--- src/rtl/knn_ctrl_if.sv ---
// -----------------------------------------------------------------------------
// knn_ctrl_if
// Bundles the kNN sequencer's control, memory and core-facing signals.
//   start, abort      : run control from the register bank
//   busy, done        : run status back to the register bank
//   test_addr,
//   data_addr,
//   mem_ren           : read port of the test/data point memories (1-cycle latency)
//   core_clr,
//   core_rst_dist,
//   core_en,
//   core_valid        : strobes into the distance unit / sorted neighbour list
//   res_valid,
//   res_tidx,
//   res_ready         : per-test-point result handshake
// Modport master is the sequencer side; slave is the environment side.
// -----------------------------------------------------------------------------
interface knn_ctrl_if #(
  parameter int ADDR_W = 8,
  parameter int CNT_W  = 8
) ();
  logic              start;
  logic              abort;
  logic              busy;
  logic              done;
  logic [ADDR_W-1:0] test_addr;
  logic [ADDR_W-1:0] data_addr;
  logic              mem_ren;
  logic              core_clr;
  logic              core_rst_dist;
  logic              core_en;
  logic              core_valid;
  logic              res_valid;
  logic [CNT_W-1:0]  res_tidx;
  logic              res_ready;

  modport master (
    input  start, abort, res_ready,
    output busy, done, test_addr, data_addr, mem_ren,
           core_clr, core_rst_dist, core_en, core_valid,
           res_valid, res_tidx
  );

  modport slave (
    output start, abort, res_ready,
    input  busy, done, test_addr, data_addr, mem_ren,
           core_clr, core_rst_dist, core_en, core_valid,
           res_valid, res_tidx
  );
endinterface

--- src/rtl/knn_ctrl.sv ---
// -----------------------------------------------------------------------------
// knn_ctrl
// Sequencer for the kNN datapath. For every test point it clears the neighbour
// list, streams each data point's dimension words out of the test/data
// memories into the distance unit, commits each finished distance, and then
// offers a result strobe that waits for the consumer.
// Ports:
//   clk  : system clock, rising edge
//   rst  : asynchronous active-low reset
//   bus  : knn_ctrl_if.master (control, memory read port, core strobes, result)
// -----------------------------------------------------------------------------
module knn_ctrl #(
  parameter int NBR_TESTP = 4,
  parameter int NBR_DATAP = 10,
  parameter int NBR_DIMS  = 2,
  parameter int ADDR_W    = 8,
  parameter int CNT_W     = 8
) (
  input  logic          clk,
  input  logic          rst,
  knn_ctrl_if.master    bus
);

  typedef enum logic [2:0] {
    S_IDLE,
    S_CLR,
    S_LOAD,
    S_DRAIN,
    S_COMMIT,
    S_RESULT,
    S_FIN
  } state_t;

  localparam logic [CNT_W-1:0] CNT_ONE = CNT_W'(1);
  localparam logic [CNT_W-1:0] K_LAST  = CNT_W'(NBR_DIMS - 1);
  localparam logic [CNT_W-1:0] D_LAST  = CNT_W'(NBR_DATAP - 1);
  localparam logic [CNT_W-1:0] T_LAST  = CNT_W'(NBR_TESTP - 1);
  localparam int unsigned      DIMS_U  = NBR_DIMS;

  state_t            state_q, state_d;
  logic [CNT_W-1:0]  t_q, t_d;
  logic [CNT_W-1:0]  d_q, d_d;
  logic [CNT_W-1:0]  k_q, k_d;
  logic [ADDR_W-1:0] test_addr_q, test_addr_d;
  logic [ADDR_W-1:0] data_addr_q, data_addr_d;
  logic              core_en_q, core_en_d;
  logic              core_rst_dist_q, core_rst_dist_d;
  logic              mem_ren;

  assign mem_ren = (state_q == S_LOAD);

  // Next-state and counter logic. abort overrides everything, including start
  // in IDLE and res_ready in RESULT.
  always_comb begin
    state_d = state_q;
    t_d     = t_q;
    d_d     = d_q;
    k_d     = k_q;
    if (bus.abort) begin
      state_d = S_IDLE;
      t_d     = '0;
      d_d     = '0;
      k_d     = '0;
    end else begin
      case (state_q)
        S_IDLE: begin
          if (bus.start) state_d = S_CLR;
        end
        S_CLR: begin
          d_d     = '0;
          k_d     = '0;
          state_d = S_LOAD;
        end
        S_LOAD: begin
          if (k_q == K_LAST) begin
            k_d     = '0;
            state_d = S_DRAIN;
          end else begin
            k_d = k_q + CNT_ONE;
          end
        end
        S_DRAIN: begin
          state_d = S_COMMIT;
        end
        S_COMMIT: begin
          // Decision uses the pre-increment index: d_q is the point just committed.
          d_d     = d_q + CNT_ONE;
          state_d = (d_q < D_LAST) ? S_LOAD : S_RESULT;
        end
        S_RESULT: begin
          if (bus.res_ready) begin
            if (t_q < T_LAST) begin
              t_d     = t_q + CNT_ONE;
              state_d = S_CLR;
            end else begin
              state_d = S_FIN;
            end
          end
        end
        S_FIN: begin
          t_d     = '0;
          d_d     = '0;
          k_d     = '0;
          state_d = S_IDLE;
        end
        default: begin
          state_d = S_IDLE;
        end
      endcase
    end

    // Read data returns one cycle after mem_ren, so the core strobes are the
    // read strobe delayed by a flop; an abort suppresses the trailing strobe.
    core_en_d       = mem_ren & ~bus.abort;
    core_rst_dist_d = mem_ren & (k_q == '0) & ~bus.abort;

    // Addresses track the next counter values so the registered address is
    // always t*NBR_DIMS+k / d*NBR_DIMS+k for the current counters.
    test_addr_d = ADDR_W'(32'(t_d) * DIMS_U + 32'(k_d));
    data_addr_d = ADDR_W'(32'(d_d) * DIMS_U + 32'(k_d));
  end

  always_ff @(posedge clk or negedge rst) begin
    if (!rst) begin
      state_q         <= S_IDLE;
      t_q             <= '0;
      d_q             <= '0;
      k_q             <= '0;
      test_addr_q     <= '0;
      data_addr_q     <= '0;
      core_en_q       <= 1'b0;
      core_rst_dist_q <= 1'b0;
    end else begin
      state_q         <= state_d;
      t_q             <= t_d;
      d_q             <= d_d;
      k_q             <= k_d;
      test_addr_q     <= test_addr_d;
      data_addr_q     <= data_addr_d;
      core_en_q       <= core_en_d;
      core_rst_dist_q <= core_rst_dist_d;
    end
  end

  // Strobes decode directly from the state register, so an asynchronous reset
  // drops them immediately.
  assign bus.busy          = (state_q != S_IDLE);
  assign bus.done          = (state_q == S_FIN);
  assign bus.mem_ren       = mem_ren;
  assign bus.core_clr      = (state_q == S_CLR);
  assign bus.core_valid    = (state_q == S_COMMIT);
  assign bus.res_valid     = (state_q == S_RESULT);
  assign bus.res_tidx      = t_q;
  assign bus.test_addr     = test_addr_q;
  assign bus.data_addr     = data_addr_q;
  assign bus.core_en       = core_en_q;
  assign bus.core_rst_dist = core_rst_dist_q;

endmodule

--- src/flat_wrapper.sv ---
// flat-port wrapper written by rule: the top's interface ports become plain ports
module knn_ctrl_flat 
#(
  parameter int NBR_TESTP = 4,
  parameter int NBR_DATAP = 10,
  parameter int NBR_DIMS  = 2,
  parameter int ADDR_W    = 8,
  parameter int CNT_W     = 8
)
  (clk, rst, bus_start, bus_abort, bus_res_ready, bus_busy, bus_done, bus_test_addr, bus_data_addr, bus_mem_ren, bus_core_clr, bus_core_rst_dist, bus_core_en, bus_core_valid, bus_res_valid, bus_res_tidx);
  knn_ctrl_if #(.ADDR_W(ADDR_W), .CNT_W(CNT_W)) bus_i ();
  input  logic clk;
  input  logic rst;
  input wire logic [$bits(bus_i.start)-1:0] bus_start;
  input wire logic [$bits(bus_i.abort)-1:0] bus_abort;
  input wire logic [$bits(bus_i.res_ready)-1:0] bus_res_ready;
  output wire logic [$bits(bus_i.busy)-1:0] bus_busy;
  output wire logic [$bits(bus_i.done)-1:0] bus_done;
  output wire logic [$bits(bus_i.test_addr)-1:0] bus_test_addr;
  output wire logic [$bits(bus_i.data_addr)-1:0] bus_data_addr;
  output wire logic [$bits(bus_i.mem_ren)-1:0] bus_mem_ren;
  output wire logic [$bits(bus_i.core_clr)-1:0] bus_core_clr;
  output wire logic [$bits(bus_i.core_rst_dist)-1:0] bus_core_rst_dist;
  output wire logic [$bits(bus_i.core_en)-1:0] bus_core_en;
  output wire logic [$bits(bus_i.core_valid)-1:0] bus_core_valid;
  output wire logic [$bits(bus_i.res_valid)-1:0] bus_res_valid;
  output wire logic [$bits(bus_i.res_tidx)-1:0] bus_res_tidx;
  assign bus_i.start = bus_start;
  assign bus_i.abort = bus_abort;
  assign bus_i.res_ready = bus_res_ready;
  assign bus_busy = bus_i.busy;
  assign bus_done = bus_i.done;
  assign bus_test_addr = bus_i.test_addr;
  assign bus_data_addr = bus_i.data_addr;
  assign bus_mem_ren = bus_i.mem_ren;
  assign bus_core_clr = bus_i.core_clr;
  assign bus_core_rst_dist = bus_i.core_rst_dist;
  assign bus_core_en = bus_i.core_en;
  assign bus_core_valid = bus_i.core_valid;
  assign bus_res_valid = bus_i.res_valid;
  assign bus_res_tidx = bus_i.res_tidx;
  knn_ctrl #(.NBR_TESTP(NBR_TESTP), .NBR_DATAP(NBR_DATAP), .NBR_DIMS(NBR_DIMS), .ADDR_W(ADDR_W), .CNT_W(CNT_W)) u_core (.clk(clk), .rst(rst), .bus(bus_i));
endmodule
--- config.mk ---
export PLATFORM = sky130hd
export DESIGN_NAME = knn_ctrl_flat
export DESIGN_NICKNAME = d
export VERILOG_FILES = /design/src/rtl/knn_ctrl_if.sv /design/src/rtl/knn_ctrl.sv /design/src/flat_wrapper.sv
export SDC_FILE = /design/constraint.sdc
export NUM_CORES = 1
export LEC_CHECK = 0
export CAP_MARGIN = 30
export CORE_ASPECT_RATIO = 2
export CORE_MARGIN = 3
export CORE_UTILIZATION = 50
export CTS_BUF_LIST = sky130_fd_sc_hd__clkbuf_4 sky130_fd_sc_hd__clkbuf_8
export DETAILED_ROUTE_END_ITERATION = 16
export MAX_ROUTING_LAYER = met4
export PLACE_DENSITY = 0.78
export SETUP_SLACK_MARGIN = 0.2
export SYNTH_ARGS = -nofsm -noshare
export SYNTH_HDL_FRONTEND = slang
export SYNTH_SLANG_ARGS = --single-unit
--- constraint.sdc ---
create_clock -name clk -period 2.86 [get_ports clk]
set_input_delay 0.286 -clock clk [delete_from_list [all_inputs] [get_ports clk]]
set_output_delay 0.286 -clock clk [all_outputs]
set_load 0.01 [all_outputs]
==> summary.txt, run 1 <==
Die
  • Site row count: 35
  • Initial Util: 0.523
  • DIE HEIGHT: 105 um
  • Die ar.: 5820 um2
  • Io pins: 37
  • Die Wd: 55.5 um
  • CORE AREA: 4690 um2

Global routing
  • Gr ovfl total: 0
  • Initial antenna violation count: 0
  • Total GRT Usage: 0.277
  • First-pass GRT wire length: 12,300 um
  • Largest net degree at the start of global routing: 44
  • Vias in the first global route: 2,517

Layout
  • Area growth syn-to-layout: 52.7%
  • Non-Filler Instances: 402
  • Ant diodes: 0
  • Layout cell share with drive strength beyond 1: 0.349
  • Highest-count cells in the layout ignoring fill and taps: buf_4, dfrtp_1, clkdlybuf4s50_1
  • Leading cell type in the layout, fill and taps excluded: buf_4
  • Post-route core utilization: 0.798
  • Filler cell count: 248
  • Layout Nets: 372

Yosys
  • Biggest area consumer among synthesized cells: dfrtp_1
  • Number of synthesis warnings: 0
  • Top cells by area, synth: dfrtp_1, ha_1, a21oi_1
  • Synth Net Count: 265
  • Main flop type after synthesis: dfrtp_1
  • Yosys reg bits: 43
  • Proportion of netlist area held by the largest area contributor: 0.439
  • Register area share after synthesis: 0.439
  • Mapped Cells: 240
  • Synthesized area: 2450 um2
  • Number of flops mapped to enable cells by yosys: 0
  • Async SR Flop Fraction: 1.00
  • Yosys cell types: 50
  • Mapped Avg Cell Area: 10.2 um2

Setup path
  • Worst Path Arrival: 3200 ps
  • CP Capture Type: register
  • Worst Path Max Fanout: 2
  • Register-to-Register Path Depth: 11
  • Reg2reg setup slack: -160 ps
  • Setup crit start kind: register
  • Worst r2r src: u_core.k_q[6]
  • Crit Path Class: register to register
  • R2R Path End: u_core.bus.data_addr[7]
  • Req. time, crit path: 3040 ps

Timing
  • Final worst slack: -164 ps
  • Hold WS: 312 ps
  • Tmin final: 3020 ps
  • RSZ-0062 raised after global routing: yes
  • # setup viols final: 4
  • Final Hold Vio Count: 0
  • Slew HR: 0.626
  • Max Clock Freq: 331 MHz
  • Post-Route Skew: 6.78 ps
  • Max-slew violations: 0
  • Period Utilization, post-route: 1.06
  • Least-Margin Pin Slew: 557 ps

Run status
  • Violated checks: setup timing
  • Status: finished with violations

CTS
  • Clk buf depth: 2
  • TritonCTS Sinks: 43
  • Root Buffer: clkbuf_8
  • Worst skew pair latency: 300 ps
  • Worst-path clk slew: 80 ps
  • Total CTS buffers: 5
  • CTS tree: done
  • H-tree levels: 2

Placement
  • HPWL after DPL: 5220 um
  • Gpl congestion: 0.850
  • Place WS: -272 ps
  • Placed insts: 373
  • I/O Buffers: 36

Route
  • Vias: 2,424
  • DR pass1 iterations: 4
  • Final WL: 7890 um
  • DRC errors left: 0
  • Wire per inst: 19.6 um
  • Drt initial violations: 94
  • Antenna viol nets, final: 0
  • Post-DR vias/cell: 6.03

Power
  • Design Power: 1.64 mW
  • Max VDD drop: 516 uV
  • Power per standard cell area: 438 nW/um2
  • P_leak: 1.81 nW

Job
  • MaxCap Viol Count: 0

Min path
  • Min-delay worst type: primary input to asynchronous set/reset pin
-- sequential cells by signal (all words and copies together), names as in the netlist --
signal	cells
u_core.bus.core_en	1
u_core.bus.core_rst_dist	1
u_core.bus.data_addr	7
u_core.bus.res_tidx	8
u_core.bus.test_addr	7
u_core.d_q	8
u_core.k_q	8
u_core.state_q	3
-- metal layers --
metal | global-route usage | wire [um]
met1 | 0.295 | 2850
met2 | 0.466 | 4050
met3 | 0.0371 | 406
met4 | 0.188 | 586
met5 | - | 0
-- critical path, stage by stage (launching register included) --
cell and delay, ps:
dfrtp_1 390, or4_4 580, nor3_4 200, nand2_1 110, a32o_2 340, ha_4 180, fa_2 330, a21o_1 200
a21oi_2 150, o21bai_1 70, a21oi_1 130, xnor3_1 220
-- report_power, final --
| part | switching (mW) | total, mW | internal, mW |
|---|---|---|---|
| clock network | 0.209 | 0.399 | 0.190 |
| logic | 0.300 | 0.580 | 0.280 |
| registers | 0.0267 | 0.658 | 0.632 |
| total | 0.535 | 1.64 | 1.10 |
-- how the worst max path moves through the flow --
stage,startpoint,end,slack [ps]
final,u_core.k_q[6],u_core.bus.data_addr[7],-160
after global routing,u_core.k_q[6],u_core.bus.data_addr[7],-270
after CTS,u_core.bus.res_tidx[0],u_core.bus.test_addr[7],-160
after detailed placement,u_core.k_q[7],u_core.bus.data_addr[7],-270
after global placement,u_core.k_q[7],u_core.bus.data_addr[7],-180
after floorplan,u_core.k_q[5],u_core.bus.data_addr[7],-150
-- synth_stat cells (all sizes together), types with 4 or more instances --
library cell  number
a21o               4
a21oi             21
and2               8
and3               5
clkbuf             4
dfrtp             43
ha                18
inv               16
nand2              8
nand3              6
nor2              20
nor2b              4
nor3               4
o21ai             16
or3                5
xnor2             11
-- logic make-up after synthesis --
family	synth area share
simple gates	0.174
fa+ha+maj	0.108
xor+xnor	0.0613
buf+inv	0.0404
flops	0.439
compound gates	0.177
-- layout make-up --
cell class | instances | area (um2) | share of cell area
sequential | 43 | 1080 | 0.288
clock inverter | 1 | 5.00 | 0.00134
inverter | 17 | 63.8 | 0.0171
timing repair buffer | 107 | 937 | 0.251
tap | 55 | 68.8 | 0.0184
clock buffer | 6 | 82.6 | 0.0221
multi-input combinational | 173 | 1510 | 0.403
-- through the flow --
stage	cell area, um2	setup TNS, ps
after global routing	3740	-897
after global placement	3280	-345
final	3740	-470
after CTS	3600	-494
after floorplan	2510	-203
after detailed placement	3280	-1040
-- what timing repair did --
item | in CTS | in global routing
setup buffers | 13 | 7
endpoints found under the hold margin | 0 | 2
resized for setup | 24 | 12
pin swaps | 20 | 23
cloned | 0 | 0
setup endpoints to repair | 10 | 10
hold buffers | 0 | 1
No activity file was read; power rests on OpenSTA's default activity.
==> inputs of run 2 (changes only) <==
CORE_UTILIZATION = 56   (was 50)
PLACE_DENSITY = 0.82   (was 0.78)
clock period = 3 ns   (was 2.86 ns; I/O delays follow)
==> summary.txt, run 2 (same netlist as run 1, synthesis figures left out) <==
Die
  • Die ar.: 5250 um2
  • DIE HEIGHT: 99.5 um
  • Site row count: 33
  • Initial Util: 0.587
  • CORE AREA: 4170 um2
  • Io pins: 37
  • Die Wd: 52.8 um

Setup path
  • Worst Path Arrival: 3250 ps
  • CP Capture Type: register
  • Setup crit start kind: register
  • Req. time, crit path: 3190 ps
  • Critical path, cell by cell: or4_4 > o41ai_4 > nor2_1 > o21ai_2 > o41ai_4 > fa_2 > a21o_1 > a21oi_2 > o21bai_1 > a21oi_1 > xnor3_1
  • Worst Path Max Fanout: 3
  • Worst r2r src: u_core.k_q[7]
  • Reg2reg setup slack: -50 ps
  • Max incr delay on CP: 580 ps
  • R2R Path End: u_core.bus.data_addr[7]
  • Register-to-Register Path Depth: 11
  • Crit Path Class: register to register
  • Crit-path slowest cell: or4_4
  • Cell mode on critical path: o41ai_4

Timing
  • Max-slew violations: 0
  • Hold WS: 486 ps
  • Least-Margin Pin Slew: 532 ps
  • RSZ-0062 raised after global routing: yes
  • Tmin final: 3050 ps
  • Final Hold Vio Count: 0
  • Period Utilization, post-route: 1.02
  • Final worst slack: -54.7 ps
  • Max Clock Freq: 327 MHz
  • Slew HR: 0.643
  • # setup viols final: 2
  • Post-Route Skew: 6.87 ps

Power
  • Max VDD drop: 587 uV
  • Power per standard cell area: 427 nW/um2
  • P_leak: 1.69 nW

Placement
  • Gpl congestion: 0.914
  • Placed insts: 356
  • I/O Buffers: 36
  • HPWL after DPL: 4830 um

Global routing
  • Initial antenna violation count: 0
  • Vias in the first global route: 2,359
  • Gr ovfl total: 0
  • Largest net degree at the start of global routing: 44
  • Total GRT Usage: 0.303
  • First-pass GRT wire length: 11,200 um

Layout
  • Ant diodes: 0
  • Non-Filler Instances: 382
  • Layout cell share with drive strength beyond 1: 0.306
  • Layout Nets: 354
  • Area growth syn-to-layout: 45.5%
  • Highest-count cells in the layout ignoring fill and taps: buf_4, dfrtp_1, clkdlybuf4s50_1
  • Leading cell type in the layout, fill and taps excluded: buf_4

CTS
  • TritonCTS Sinks: 43
  • Worst-path clk slew: 80 ps
  • CTS tree: done
  • H-tree levels: 2
  • Clk buf depth: 2
  • Root Buffer: clkbuf_8
  • Worst skew pair latency: 310 ps
  • Total CTS buffers: 5

Route
  • Drt initial violations: 143
  • DRC errors left: 0
  • Vias: 2,338
  • Final WL: 7770 um
  • Post-DR vias/cell: 6.12
  • DR pass1 iterations: 4
  • Antenna viol nets, final: 0
  • Wire per inst: 20.3 um

Job
  • MaxCap Viol Count: 0

Run status
  • Violated checks: setup timing
  • Status: finished with violations

Min path
  • Min-delay worst type: primary input to asynchronous set/reset pin
==> run 2: cell count changes in the layout (fill, tap and decap cells not counted), sizes merged <==
cell           previous run  this run
buf                      71        53
clkdlybuf4s50            34        35
clkinvlp                  0         1
dlymetal6s2s              1         0
==> run 2: critical path: cells and delay by family, from the launching register on <==
kind | cells | cell delay (ps)
XOR/XNOR | 1 | 220
adder cells (fa/ha/maj) | 1 | 390
AND/OR/NAND/NOR | 2 | 690
flip-flops | 1 | 400
AO/OA/AOI/OAI | 7 | 1240
==> run 2: final cells by class <==
type	instances	area, um2
inverters	17	63.8
clock buffers	6	76.3
fillers	206	607
repair buffers	89	796
well taps	52	65.1
multi-input cells	173	1470
clock inverters	2	12.5
flip-flops and latches	43	1080
==> run 2: routing by layer <==
layer | share of wire | GRT usage
met1 | 0.34 | 0.325
met2 | 0.52 | 0.495
met3 | 0.054 | 0.0420
met4 | 0.083 | 0.209
met5 | 0 | -
==> run 2: per-stage QoR <==
| stage | setup WS [ps] | power, mW | TNS (ps) | util | instance area, um2 |
|---|---|---|---|---|---|
| 3_5_place_dp | -165 | 1.10 | -165 | 0.761 | 3170 |
| 4_1_cts | -18.3 | 1.48 | -18.3 | 0.807 | 3360 |
| 5_1_grt | -197 | 1.59 | -607 | 0.854 | 3560 |
| 6_report | -54.7 | 1.52 | -91.8 | 0.854 | 3560 |
| 3_3_place_gp | -17.0 | 1.10 | -17.0 | 0.761 | 3170 |
| 2_1_floorplan | -14.8 | 0.884 | -14.8 | - | 2510 |
==> run 2: what timing repair did <==
action	4_1_cts	5_1_grt
setup endpoints to repair	7	8
hold endpoints to repair	0	43
pin swaps	15	14
hold buffers	0	1
setup buffers	6	10
resized for setup	14	15
==> run 2: worst max path at each step <==
stage,start,end,slack [ps],cells after the start
final,u_core.k_q[7],u_core.bus.data_addr[7],-50,11
after global routing,u_core.k_q[7],u_core.bus.data_addr[7],-200,11
after CTS,u_core.k_q[7],u_core.bus.data_addr[7],-20,11
after detailed placement,u_core.k_q[7],u_core.bus.data_addr[7],-170,11
after global placement,u_core.k_q[7],u_core.bus.data_addr[7],-20,11
after floorplan,u_core.k_q[5],u_core.bus.data_addr[7],-10,11
==> run 2: power breakdown <==
part	leakage, nW	internal, mW	total, mW	switching, mW
clock network	0.0446	0.172	0.383	0.211
registers	0.596	0.604	0.634	0.0307
logic	1.05	0.239	0.503	0.265
total	1.69	1.01	1.52	0.507
==> inputs of run 3 (changes only) <==
TNS_END_PERCENT = 20   (was not set)
==> summary.txt, run 3 (same netlist as run 1, synthesis figures left out) <==
Layout
  • Area growth syn-to-layout: 38.0%
  • Layout cell share with drive strength beyond 1: 0.259
  • Layout Nets: 345
  • Ant diodes: 0
  • Leading cell type in the layout, fill and taps excluded: buf_4
  • Filler cell count: 249
  • Fin area: 3380 um2
  • Highest-count cells in the layout ignoring fill and taps: buf_4, dfrtp_1, clkdlybuf4s50_1

Die
  • Die ar.: 5250 um2
  • Site row count: 33
  • CORE AREA: 4170 um2
  • Io pins: 37
  • DIE HEIGHT: 99.5 um
  • Initial Util: 0.587
  • Die Wd: 52.8 um

Route
  • Antenna viol nets, final: 0
  • Final WL: 7200 um
  • DRC errors left: 0
  • Vias: 2,241
  • Drt initial violations: 95
  • Wire per inst: 19.3 um
  • Post-DR vias/cell: 6.01
  • DR pass1 iterations: 4

Timing
  • Post-Route Skew: 5.67 ps
  • Tmin final: 3210 ps
  • Final worst slack: -208 ps
  • Slew HR: 0.381
  • # setup viols final: 4
  • RSZ-0062 raised after global routing: yes
  • Period Utilization, post-route: 1.07
  • Max Clock Freq: 312 MHz
  • Hold WS: 134 ps
  • Least-Margin Pin Slew: 928 ps
  • Final Hold Vio Count: 0
  • Max-slew violations: 0

Run status
  • Violated checks: setup timing
  • Status: finished with violations

Placement
  • Gpl congestion: 0.868
  • DP Area: 3190 um2
  • Place WS: -171 ps
  • I/O Buffers: 36
  • HPWL after DPL: 4990 um

Setup path
  • Max incr delay on CP: 560 ps
  • Worst Path Arrival: 3370 ps
  • Reg2reg setup slack: -210 ps
  • Cell mode on critical path: o41ai_4
  • Worst Path Max Fanout: 5
  • WP buf/inv: 0
  • Register-to-Register Path Depth: 11
  • Crit-path slowest cell: or4_4
  • R2R Path End: u_core.bus.data_addr[7]
  • Crit-path leading delay family: compound AO/OA/AOI/OAI gates
  • Crit Path Class: register to register
  • Req. time, crit path: 3170 ps
  • Setup crit start kind: register
  • CP Capture Type: register
  • Worst r2r src: u_core.k_q[7]
  • Critical path, cell by cell: or4_4 > o41ai_4 > nor2_1 > o21ai_2 > o41ai_4 > fa_2 > a21o_1 > a21oi_2 > o21bai_1 > a21oi_1 > xnor3_1

Power
  • Design Power: 1.51 mW
  • P_leak: 1.63 nW
  • Max VDD drop: 322 uV
  • Power per standard cell area: 447 nW/um2

Min path
  • Min-delay worst type: primary input to asynchronous set/reset pin

Global routing
  • Vias in the first global route: 2,310
  • Total GRT Usage: 0.301
  • Gr ovfl total: 0
  • Initial antenna violation count: 0
  • First-pass GRT wire length: 11,200 um
  • Largest net degree at the start of global routing: 44

CTS
  • Total CTS buffers: 5
  • CTS tree: done
  • Worst-path clk slew: 80 ps
  • Clk buf depth: 2
  • Worst skew pair latency: 300 ps
  • Root Buffer: clkbuf_8
  • Post-cts hold buffer count: 0
  • TritonCTS Sinks: 43
  • H-tree levels: 2

Job
  • MaxCap Viol Count: 0
==> run 3: changes by cell type in the layout (fill, tap and decap cells not counted), moves of 2 or more <==
cell,previous run,this run
dfrtp_2,2,0
clkbuf_8,5,7
ha_4,4,0
buf_12,2,0
xnor2_1,8,10
dfrtp_1,41,43
buf_6,4,0
buf_4,46,44
xnor2_2,3,1
ha_1,11,15
==> run 3: repair_timing <==
action / in CTS / in global routing
gates resized for setup: 9 / 9
buffers inserted: 1 / 1
pin swaps: 16 / 4
endpoints found under the setup margin: 9 / 9
==> run 3: metal layers <==
layer	GRT usage	vias to the layer above	routed length [um]
li1	-	1015	-
met3	0.0405	32	346
met4	0.193	0	502
met2	0.499	107	3760
met1	0.322	1087	2590
met5	-	-	0
==> run 3: worst max path at each step <==
stage	start	to	slack (ps)	cells past startpoint
2_1_floorplan	u_core.k_q[5]	u_core.bus.data_addr[7]	-20	11
3_3_place_gp	u_core.k_q[7]	u_core.bus.data_addr[7]	-30	11
6_report	u_core.k_q[7]	u_core.bus.data_addr[7]	-210	11
3_5_place_dp	u_core.k_q[7]	u_core.bus.data_addr[7]	-170	11
4_1_cts	u_core.k_q[7]	u_core.bus.data_addr[7]	-80	11
5_1_grt	u_core.k_q[7]	u_core.bus.data_addr[7]	-350	11
==> run 3: where the power goes <==
group / internal, mW / switching (mW)
Sequential: 0.602 / 0.0294
Combinational: 0.217 / 0.252
Clock: 0.219 / 0.192
Total: 1.04 / 0.473
==> run 3: through the flow <==
| stage | TNS [ps] | instances | utilization |
|---|---|---|---|
| after floorplan | -15.5 | 240 | - |
| after global placement | -29.3 | 363 | 0.764 |
| after detailed placement | -451 | 363 | 0.764 |
| after CTS | -115 | 372 | 0.800 |
| after global routing | -975 | 373 | 0.810 |
| final | -323 | 373 | 0.810 |
==> run 3: area by class of cell <==
class,instances,area (um2),area share
timing repair buffer,80,686,0.203
inverter,17,63.8,0.0189
clock buffer,8,104,0.0307
sequential,43,1080,0.318
multi-input combinational,173,1390,0.410
tap,52,65.1,0.0193
==> run 3: worst reg2reg max path, delay by kind of cell (launching register included) <==
family	cells	cell delay, ps
AO/OA/AOI/OAI	7	1360
AND/OR/NAND/NOR	2	680
adder cells (fa/ha/maj)	1	400
flip-flops	1	380
XOR/XNOR	1	260
